File: src/rtl/cdb_arbiter.sv
// cdb_arbiter -- round-robin arbiter for the common data bus (CDB).
//
// Several execution units compete for one result broadcast slot per cycle.
// The grant (req_ready) is combinational; the winning tag/data are
// registered and broadcast one cycle after the handshake.
//
// Optional feature: define CDB_ARB_PERF_EN to add the 16-bit saturating
// conflict_count output (cycles with two or more simultaneous requests).
//
// Ports:
//   clock          in   single clock, rising-edge
//   reset_n        in   asynchronous active-low reset
//   flush          in   drop all pending requests this cycle
//   req_valid      in   [NUM_REQ]        per-unit result ready
//   req_tag        in   [NUM_REQ*W]      per-unit ROB tag, unit i at [i*W +: W]
//   req_data       in   [NUM_REQ*32]     per-unit result, unit i at [i*32 +: 32]
//   req_ready      out  [NUM_REQ]        one-hot grant
//   cdb_valid      out  broadcast valid (one-cycle pulse per handshake)
//   cdb_tag        out  [W]              broadcast ROB tag
//   cdb_data       out  [32]             broadcast result
//   conflict_count out  [16]             only with CDB_ARB_PERF_EN
module cdb_arbiter #(
  parameter int NUM_REQ        = 3,
  parameter int ROB_ADDR_WIDTH = 4
) (
  input  logic                               clock,
  input  logic                               reset_n,
  input  logic                               flush,
  input  logic [NUM_REQ-1:0]                 req_valid,
  input  logic [NUM_REQ*ROB_ADDR_WIDTH-1:0]  req_tag,
  input  logic [NUM_REQ*32-1:0]              req_data,
  output logic [NUM_REQ-1:0]                 req_ready,
  output logic                               cdb_valid,
  output logic [ROB_ADDR_WIDTH-1:0]          cdb_tag,
  output logic [31:0]                        cdb_data
`ifdef CDB_ARB_PERF_EN
  ,
  output logic [15:0]                        conflict_count
`endif
);

  localparam int PTR_W = (NUM_REQ > 1) ? $clog2(NUM_REQ) : 1;

  logic [PTR_W-1:0]          rr_ptr_q, rr_ptr_d;
  logic                      cdb_valid_q, cdb_valid_d;
  logic [ROB_ADDR_WIDTH-1:0] cdb_tag_q, cdb_tag_d;
  logic [31:0]               cdb_data_q, cdb_data_d;
  logic [NUM_REQ-1:0]        grant_s;
  logic [PTR_W-1:0]          grant_idx_s;
  logic                      handshake_s;

  // Round-robin scan starting at rr_ptr; grant is suppressed during flush
  // and while reset is asserted.
  always_comb begin
    int  idx;
    logic found;
    grant_s     = '0;
    grant_idx_s = '0;
    found       = 1'b0;
    idx         = 0;
    if (!flush && reset_n) begin
      for (int k = 0; k < NUM_REQ; k++) begin
        idx = int'(rr_ptr_q) + k;
        if (idx >= NUM_REQ) begin
          idx = idx - NUM_REQ;
        end else begin
          idx = idx;
        end
        if (!found && req_valid[idx]) begin
          grant_s[idx] = 1'b1;
          grant_idx_s  = idx[PTR_W-1:0];
          found        = 1'b1;
        end else begin
          found = found;
        end
      end
    end else begin
      found = 1'b0;
    end
  end

  // Grant only ever lands on a valid unit, so any grant bit is a handshake.
  assign handshake_s = |grant_s;
  assign req_ready   = grant_s;

  // Next-state: capture the winner, advance or hold the pointer, and
  // restart the scan from unit 0 on flush.
  always_comb begin
    cdb_valid_d = handshake_s;
    cdb_tag_d   = cdb_tag_q;
    cdb_data_d  = cdb_data_q;
    rr_ptr_d    = rr_ptr_q;
    if (flush) begin
      rr_ptr_d = '0;
    end else if (handshake_s) begin
      cdb_tag_d  = req_tag[grant_idx_s*ROB_ADDR_WIDTH +: ROB_ADDR_WIDTH];
      cdb_data_d = req_data[grant_idx_s*32 +: 32];
      if (grant_idx_s == PTR_W'(NUM_REQ - 1)) begin
        rr_ptr_d = '0;
      end else begin
        rr_ptr_d = grant_idx_s + PTR_W'(1);
      end
    end else begin
      rr_ptr_d = rr_ptr_q;
    end
  end

  // Broadcast and pointer registers.
  always_ff @(posedge clock or negedge reset_n) begin
    if (!reset_n) begin
      cdb_valid_q <= 1'b0;
      cdb_tag_q   <= '0;
      cdb_data_q  <= 32'h0;
      rr_ptr_q    <= '0;
    end else begin
      cdb_valid_q <= cdb_valid_d;
      cdb_tag_q   <= cdb_tag_d;
      cdb_data_q  <= cdb_data_d;
      rr_ptr_q    <= rr_ptr_d;
    end
  end

  assign cdb_valid = cdb_valid_q;
  assign cdb_tag   = cdb_tag_q;
  assign cdb_data  = cdb_data_q;

`ifdef CDB_ARB_PERF_EN
  logic [15:0] conflict_q, conflict_d;

  // True when two or more units request in the same cycle.
  function automatic logic multi_req(input logic [NUM_REQ-1:0] v);
    int n;
    n = 0;
    for (int i = 0; i < NUM_REQ; i++) begin
      n = n + int'(v[i]);
    end
    return (n >= 2);
  endfunction

  // Saturating conflict counter; not cleared by flush.
  always_comb begin
    conflict_d = conflict_q;
    if (!flush && multi_req(req_valid) && (conflict_q != 16'hFFFF)) begin
      conflict_d = conflict_q + 16'd1;
    end else begin
      conflict_d = conflict_q;
    end
  end

  // Conflict counter register.
  always_ff @(posedge clock or negedge reset_n) begin
    if (!reset_n) begin
      conflict_q <= 16'h0;
    end else begin
      conflict_q <= conflict_d;
    end
  end

  assign conflict_count = conflict_q;
`endif

endmodule

File: config.mk
export PLATFORM = sky130hd
export DESIGN_NAME = cdb_arbiter
export DESIGN_NICKNAME = d
export VERILOG_FILES = /design/src/rtl/cdb_arbiter.sv
export SDC_FILE = /design/constraint.sdc
export NUM_CORES = 1
export LEC_CHECK = 0
export CORE_UTILIZATION = 39
export CTS_BUF_LIST = sky130_fd_sc_hd__clkbuf_16
export DETAILED_ROUTE_END_ITERATION = 8
export PLACE_DENSITY = 0.9
export SETUP_SLACK_MARGIN = 0.15
export SLEW_MARGIN = 5
export SYNTH_ARGS = -nofsm -noshare
export SYNTH_HDL_FRONTEND = slang
export SYNTH_SLANG_ARGS = --single-unit
File: constraint.sdc
create_clock -name clock -period 3.75 [get_ports clock]
set_clock_uncertainty 0.05 [all_clocks]
set_input_delay 0.5625 -clock clock [delete_from_list [all_inputs] [get_ports clock]]
set_output_delay 0.5625 -clock clock [all_outputs]
set_load 0.1 [all_outputs]
==> flow_summary_export.csv <==
group,metric,value,unit
power_and_ir_drop,switching_share,55.5,%
grt,grt_pass1_vias,2428,
timing,tightest_slew,1.01,ns
die,pin_count,154,
layout,finalNonFillerCells,483,
setup_path,start_kind,"flip-flop",
synth,synthCells,254,
setup_path,worst-setup-path-type,"reg2reg",
route,drt_iter0_drc,31,
grt,antenna_found_initial,1,
cts,htreeDepth,2,
route,drtAntennaViolNets,0,
timing,post-route-min-period,3.19,ns
power_and_ir_drop,seqPwrFrac,17.1,%
cts,clkLatencyLatePin,0.27,ns
layout,multi_input_area,1590,sq um
route,vias,2458,
timing,hold_viol,0,
timing,layout_setup_ws,0.561,ns
timing,drv_slew,0,
route,wl_per_cell,14.9,um
layout,layout-drive-gt1-share,15.9,%
die,initial_core_util,40.3,%
grt,grt_max_degree,45,
cts,cts_sinks,39,
synth,synth_ff_type,"dfrtp_1",
power_and_ir_drop,p_clk_share,10.7,%
layout,seqCellArea,976,sq um
placed_design,io_buffers,153,
layout,n_fill_cell,532,
die,core,6760,sq um
cts,cts_root_buf,"clkbuf_16",
die,die_w,85.6,um
power_and_ir_drop,leakage,1.83,nW
grt,grt-ovfl-total,0,
cts,ctsHoldBuffers,0,
timing,grt_setup_unrepaired,"false",
grt,grtUsageTotal,20.1,%
power_and_ir_drop,power.internal,1.99,mW
setup_path,crit_fanout,44,
setup_path,worstSetupEndpointType,"flip-flop",
cts,cts_inserted_buffers,5,
power_and_ir_drop,vdd_drop_max,0.000721,V
cts,post_cts_buffers,0,
route,avgViaCountPerCell,5.09,
layout,area_growth,64.0,%
layout,post-route-util,66.1,%
cts,tritoncts,"done",
timing,setup_viol,0,
synth,ys_warn_count,0,
die,die_h,85.6,um
run_status,status,"finished clean",
timing,slew_headroom,32.7,%
grt,grt_pass1_wl,11700,um
worst_hold_path,hold_path.class,"in2async",
synth,synth-async-reset-ratio,100,%
synth,synth_edf_count,0,
timing,fin_crit_sh,85.0,%
die,rows,30,
power_and_ir_drop,p_per_area,1000,nW/um^2
route,drc,0,
synth,yosys_register_bits,39,
cts,clk_pin_slew_worst_paths,0.06,ns
cts,cts_resized,0,
layout,final_nets,519,
setup_path,crit_required,3.86,ns
synth,syn_area,2720,sq um
power_and_ir_drop,pwr-share-comb,72.2,%
route,drt_wl_total,7210,um
placed_design,dp.final_hpwl,5660,um
synth,avgSynthCellArea,10.7,sq um
timing,fin_setup_tns,0,ns
synth,yosysSeqAreaShare,35.8,%
die,die_area,7320,sq um
route,drt_first_pass_iters,6,
setup_path,worstPathArrival,3.30,ns
synth,synth_fp_nets,372,
placed_design,pre_cts_ws,0.388,ns
power_and_ir_drop,p_switching,2.48,mW
synth,synth_cell_types,33,
timing,maxClockFrequency,0.314,GHz
placed_design,dp.cells,474,
placed_design,gp_congestion,0.857,
cts,clock_path_buffers,2,
job,maxCapViolCount,0,
==> critical path, stage by stage (launching register included) <==
cell and delay, ns:
dfrtp_1 0.40, inv_1 0.08, ha_1 0.47, and4bb_1 0.25
a31oi_1 0.22, o211ai_1 0.16, a32oi_4 0.75, buf_12 0.30
a21oi_1 0.11, mux2_4 0.27
==> flip-flops by register name (all words and copies together), names as in the netlist <==
name and flops:
cdb_tag 4, cdb_data 32, cdb_valid 1, rr_ptr_q 2
==> path summary, 6_finish.rpt <==
check,startpoint,to,slack [ns],cells after the start
worst min-delay path,reset_n,cdb_data[23]$_DFFE_PN0P_,0.30,2
worst min register to register,cdb_data[20]$_DFFE_PN0P_,cdb_data[20]$_DFFE_PN0P_,0.45,1
min in group clock,cdb_data[20]$_DFFE_PN0P_,cdb_data[20]$_DFFE_PN0P_,0.45,1
worst max register to register,rr_ptr_q[0]$_DFFE_PN0P_,cdb_tag[1]$_DFFE_PN0P_,0.56,9
worst max-delay path,rr_ptr_q[0]$_DFFE_PN0P_,cdb_tag[1]$_DFFE_PN0P_,0.56,9
max in group asynchronous,reset_n,cdb_valid$_DFF_PN0_,3.00,2
==> power by group through the flow <==
stage          sequential (mW)  clock, mW  combinational [mW]
2_1_floorplan             2.26          0                1.05
3_3_place_gp             0.757          0                3.19
3_5_place_dp             0.766          0                3.25
4_1_cts                  0.765      0.496                3.25
5_1_grt                  0.791      0.519                3.35
6_report                 0.765      0.481                3.23
==> area by class of cell <==
type	instances	area share [%]
repair buffers	159	36.1
flip-flops and latches	39	21.8
clock inverters	3	0.980
well taps	80	2.24
diodes	1	0.0560
multi-input cells	192	35.6
inverters	4	0.336
clock buffers	5	2.80
==> cells by family (layout without fill, tap and decap cells) <==
| logic type | Yosys count | count (layout) | synth area share [%] |
|---|---|---|---|
| other | 0 | 1 | 0 |
| AOI/OAI and AO/OA | 49 | 49 | 10.7 |
| adders and majority gates | 4 | 4 | 1.84 |
| muxes | 78 | 78 | 33.3 |
| DFF | 39 | 39 | 35.8 |
| and+or+nand+nor | 61 | 61 | 10.9 |
| buffers and inverters | 23 | 171 | 7.40 |
==> synthesized netlist by cell type (all sizes together) (2+ instances only) <==
library cell   n  area [sq um]
mux2i         40           400
dfrtp         39           976
mux2          38           507
a21oi         37           185
nor2          37           139
buf           15           171
nor2b          7          43.8
nand2b         5          31.3
clkbuf         4          15.0
ha             4          50.1
inv            4          15.0
nand2          4          15.0
nor3           4          35.0
a221oi         2          30.0
o21ai          2          10.0
==> cells in the final DEF (no fill, tap or decap) <==
cell and n:
a211oi_1 1, a21boi_4 1, a21oi_1 37, a221oi_2 2
a311oi_1 1, a31o_2 1, a31oi_1 1, a32oi_4 1
and4bb_1 1, buf_12 4, buf_2 1, buf_4 5
bufinv_16 1, clkbuf_16 5, clkdlybuf4s50_1 149, clkinv_2 1
clkinv_4 1, dfrtp_1 39, diode_2 1, ha_1 4
inv_1 4, mux2_2 17, mux2_4 21, mux2i_1 40
nand2_1 4, nand2b_1 5, nand4b_1 1, nor2_1 37
nor2b_1 7, nor3_1 1, nor3_4 3, nor4_1 1
o211ai_1 1, o21a_1 1, o21ai_0 1, o21ai_1 1
or2_1 1
==> routing by layer <==
metal | vias up | wire length [um] | GRT usage (%)
met2 | 101 | 3870 | 37.2
met4 | 0 | 85 | 5.15
met1 | 1158 | 2790 | 22.9
met5 | - | 0 | 0
met3 | 8 | 468 | 5.20
li1 | 1191 | - | -
==> through the flow <==
step / area (sq um) / total power, mW / hold slack, ns
6_report: 4470 / 4.48 / 0.304
5_1_grt: 4470 / 4.66 / 0.345
4_1_cts: 4470 / 4.52 / 0.323
3_5_place_dp: 4300 / 4.02 / 0.442
3_3_place_gp: 4300 / 3.95 / 0.437
2_1_floorplan: 2740 / 3.30 / 0.217
(Power assumes the default switching activity.)
==> edit, RTL diff (same flow settings) <==
Take the reset off `cdb_tag_q` and `cdb_data_q` and load them in a clocked block of their own.
--- a/src/rtl/cdb_arbiter.sv
+++ b/src/rtl/cdb_arbiter.sv
@@ -109,15 +109,16 @@
   always_ff @(posedge clock or negedge reset_n) begin
     if (!reset_n) begin
       cdb_valid_q <= 1'b0;
-      cdb_tag_q   <= '0;
-      cdb_data_q  <= 32'h0;
       rr_ptr_q    <= '0;
     end else begin
       cdb_valid_q <= cdb_valid_d;
-      cdb_tag_q   <= cdb_tag_d;
-      cdb_data_q  <= cdb_data_d;
       rr_ptr_q    <= rr_ptr_d;
     end
+  end
+
+  always_ff @(posedge clock) begin
+    cdb_tag_q  <= cdb_tag_d;
+    cdb_data_q <= cdb_data_d;
   end
 
   assign cdb_valid = cdb_valid_q;
Behaviour: differs if reset_n is asserted again (counterexample within 4 cycles, from zero or initial values and one cycle with reset_n low); with reset_n held inactive, the same outputs for 10 cycles.
==> edit against the unedited design <==
Die area shrank 12%; final area shrank 8.5%; synthesized area decreased by 12%; sequential cell count is the same; final cell count decreased by 7.9%; utilization is 2.9 points higher; setup slack better by 0.087 ns; power down 39%; wire length fell by 5.0%; largest cell class unchanged; highest routed layer unchanged.
==> edit: results (changes against the unedited design) <==
Worst setup path
The longest individual stage delay on the worst path is 0.44 ns (-0.31 ns). The critical path is of the register to output pin type. The critical path endpoint is req_ready[0].

The largest delay contributor family on the critical path is multiplexers. The data arrival time of the critical path came to 2.49 ns (-0.81 ns). The register-to-register path setup slack is 0.89 ns (+0.33 ns).

The maximum fanout along the worst path is 12 (-73%). In this run the critical register-to-register path is launched from rr_ptr_q[1]$_DFFE_PN0P_. The end of the worst register-to-register path is cdb_data[13]$_DFFE_PP_.

Placement
The final HPWL from detailed placement is 5380 um (-5.0%). The final RePlAce weighted congestion is 0.956 (+12%). The placement-stage worst setup slack is 0.729 ns (+0.342 ns). The number of cells in the design after placement is 437 (-7.8%).

Yosys
The sequential-to-total area share from yosys stat was 48.4% (+13 points). The average size of a mapped cell came to 10.9 um2 (+1.8%). The area share of fa/ha/maj cells after synthesis is 2.09% (+0.26 points). The net count of the mapped netlist is 337 (-9.4%). The portion of synthesized cell area occupied by the leading cell type is 45.2% (+9.4 points). The share of synthesized area spent on multiplexers is 18.2% (-15 points). The prevailing post-synth register cell is sky130_fd_sc_hd__edfxtp_1. Yosys attributes the largest share of cell area to sky130_fd_sc_hd__edfxtp_1 45%, sky130_fd_sc_hd__mux2i_1 18%, sky130_fd_sc_hd__a21oi_1 8.0%, sky130_fd_sc_hd__nor2_1 6.3%, sky130_fd_sc_hd__buf_12 3.3%. The number of flops mapped to enable cells by yosys is 36 (+36).

GRT
The via count of the first global-routing pass is 2147 (-12%). The maximum number of pins on one net before global-route repair is 58 (+29%). The wire length of the first global-routing pass is 9950 um (-15%).

The number of antenna violations at the first check in global routing is 0 (-1). The global-route usage over all layers is 20.1% (+0.035 points).

Layout
The final instance count without filler cells was 445 (-7.9%). The fraction of layout instances using a drive strength above 1 is 6.49% (-9.4 points). The number of diodes added for antenna fixing is 0 (-1). The filler cell count is 445 (-16%). The number of nets in the final layout is 487 (-6.2%).

Clock tree
The post-cts sizing count is 0 (unchanged).

Detailed routing
The violation count after the first detailed-routing iteration is 88 (+180%). The first-pass iteration count of the detailed router was 4 (-2). The aggregate routed wire length is 6860 um (-5.0%). The number of vias after detailed routing is 2248 (-8.5%).

Power
The share of power burned in combinational logic is 60.0% (-12 points). The power after layout came to 2.71 mW (-39%). The cell internal power dissipation is 1.35 mW (-33%). The leakage power summed over all cells was 1.48 nW (-19%). The worst ir drop on vdd is 0.466 mV (-35%). The sequential power came to 0.685 mW (-10%).

Run status
The flow ran to the end, and the final reports show no timing, DRC or antenna violations.

STA
The final worst slack came to 0.648 ns (+0.0869 ns).
edit: cell types whose count changed after synthesis, moves of 7 or more:
cell and change:
sky130_fd_sc_hd__dfrtp_1 -36, sky130_fd_sc_hd__edfxtp_1 +36, sky130_fd_sc_hd__mux2_2 -17, sky130_fd_sc_hd__mux2_4 -20, sky130_fd_sc_hd__nor2b_1 -7
edit: metal layers:
metal,vias to the layer above,routed length [um],track usage (%)
met4,0,93,6.07
met1,1025,2480,21.2
met2,119,3660,38.3
li1,1096,-,-
met5,-,0,0
met3,8,626,5.57
edit: final cells by class:
type / count / share of cell area, %
inverters: 6 / 0.551
clock buffers: 5 / 3.06
repair buffers: 158 / 38.5
multi-input cells: 159 / 26.9
flip-flops and latches: 39 / 28.3
clock inverters: 3 / 0.367
well taps: 75 / 2.30
edit: logic make-up (layout without fill, tap and decap cells):
logic type,Yosys count,count (layout)
buffers and inverters,21,172
adder cells (fa/ha/maj),4,4
AND/OR/NAND/NOR,55,55
multiplexers,43,43
flip-flops,39,39
AO/OA/AOI/OAI,57,57
edit: worst min-delay path by stage:
stage	from	end	slack, ns	cells past startpoint
after floorplan	reset_n	cdb_valid$_DFF_PN0_	0.22	0
after global placement	rr_ptr_q[0]$_DFFE_PN0P_	rr_ptr_q[0]$_DFFE_PN0P_	0.54	2
after detailed placement	rr_ptr_q[1]$_DFFE_PN0P_	rr_ptr_q[1]$_DFFE_PN0P_	0.57	2
after CTS	reset_n	cdb_valid$_DFF_PN0_	0.44	1
after global routing	reset_n	cdb_valid$_DFF_PN0_	0.44	1
final	reset_n	cdb_valid$_DFF_PN0_	0.43	1
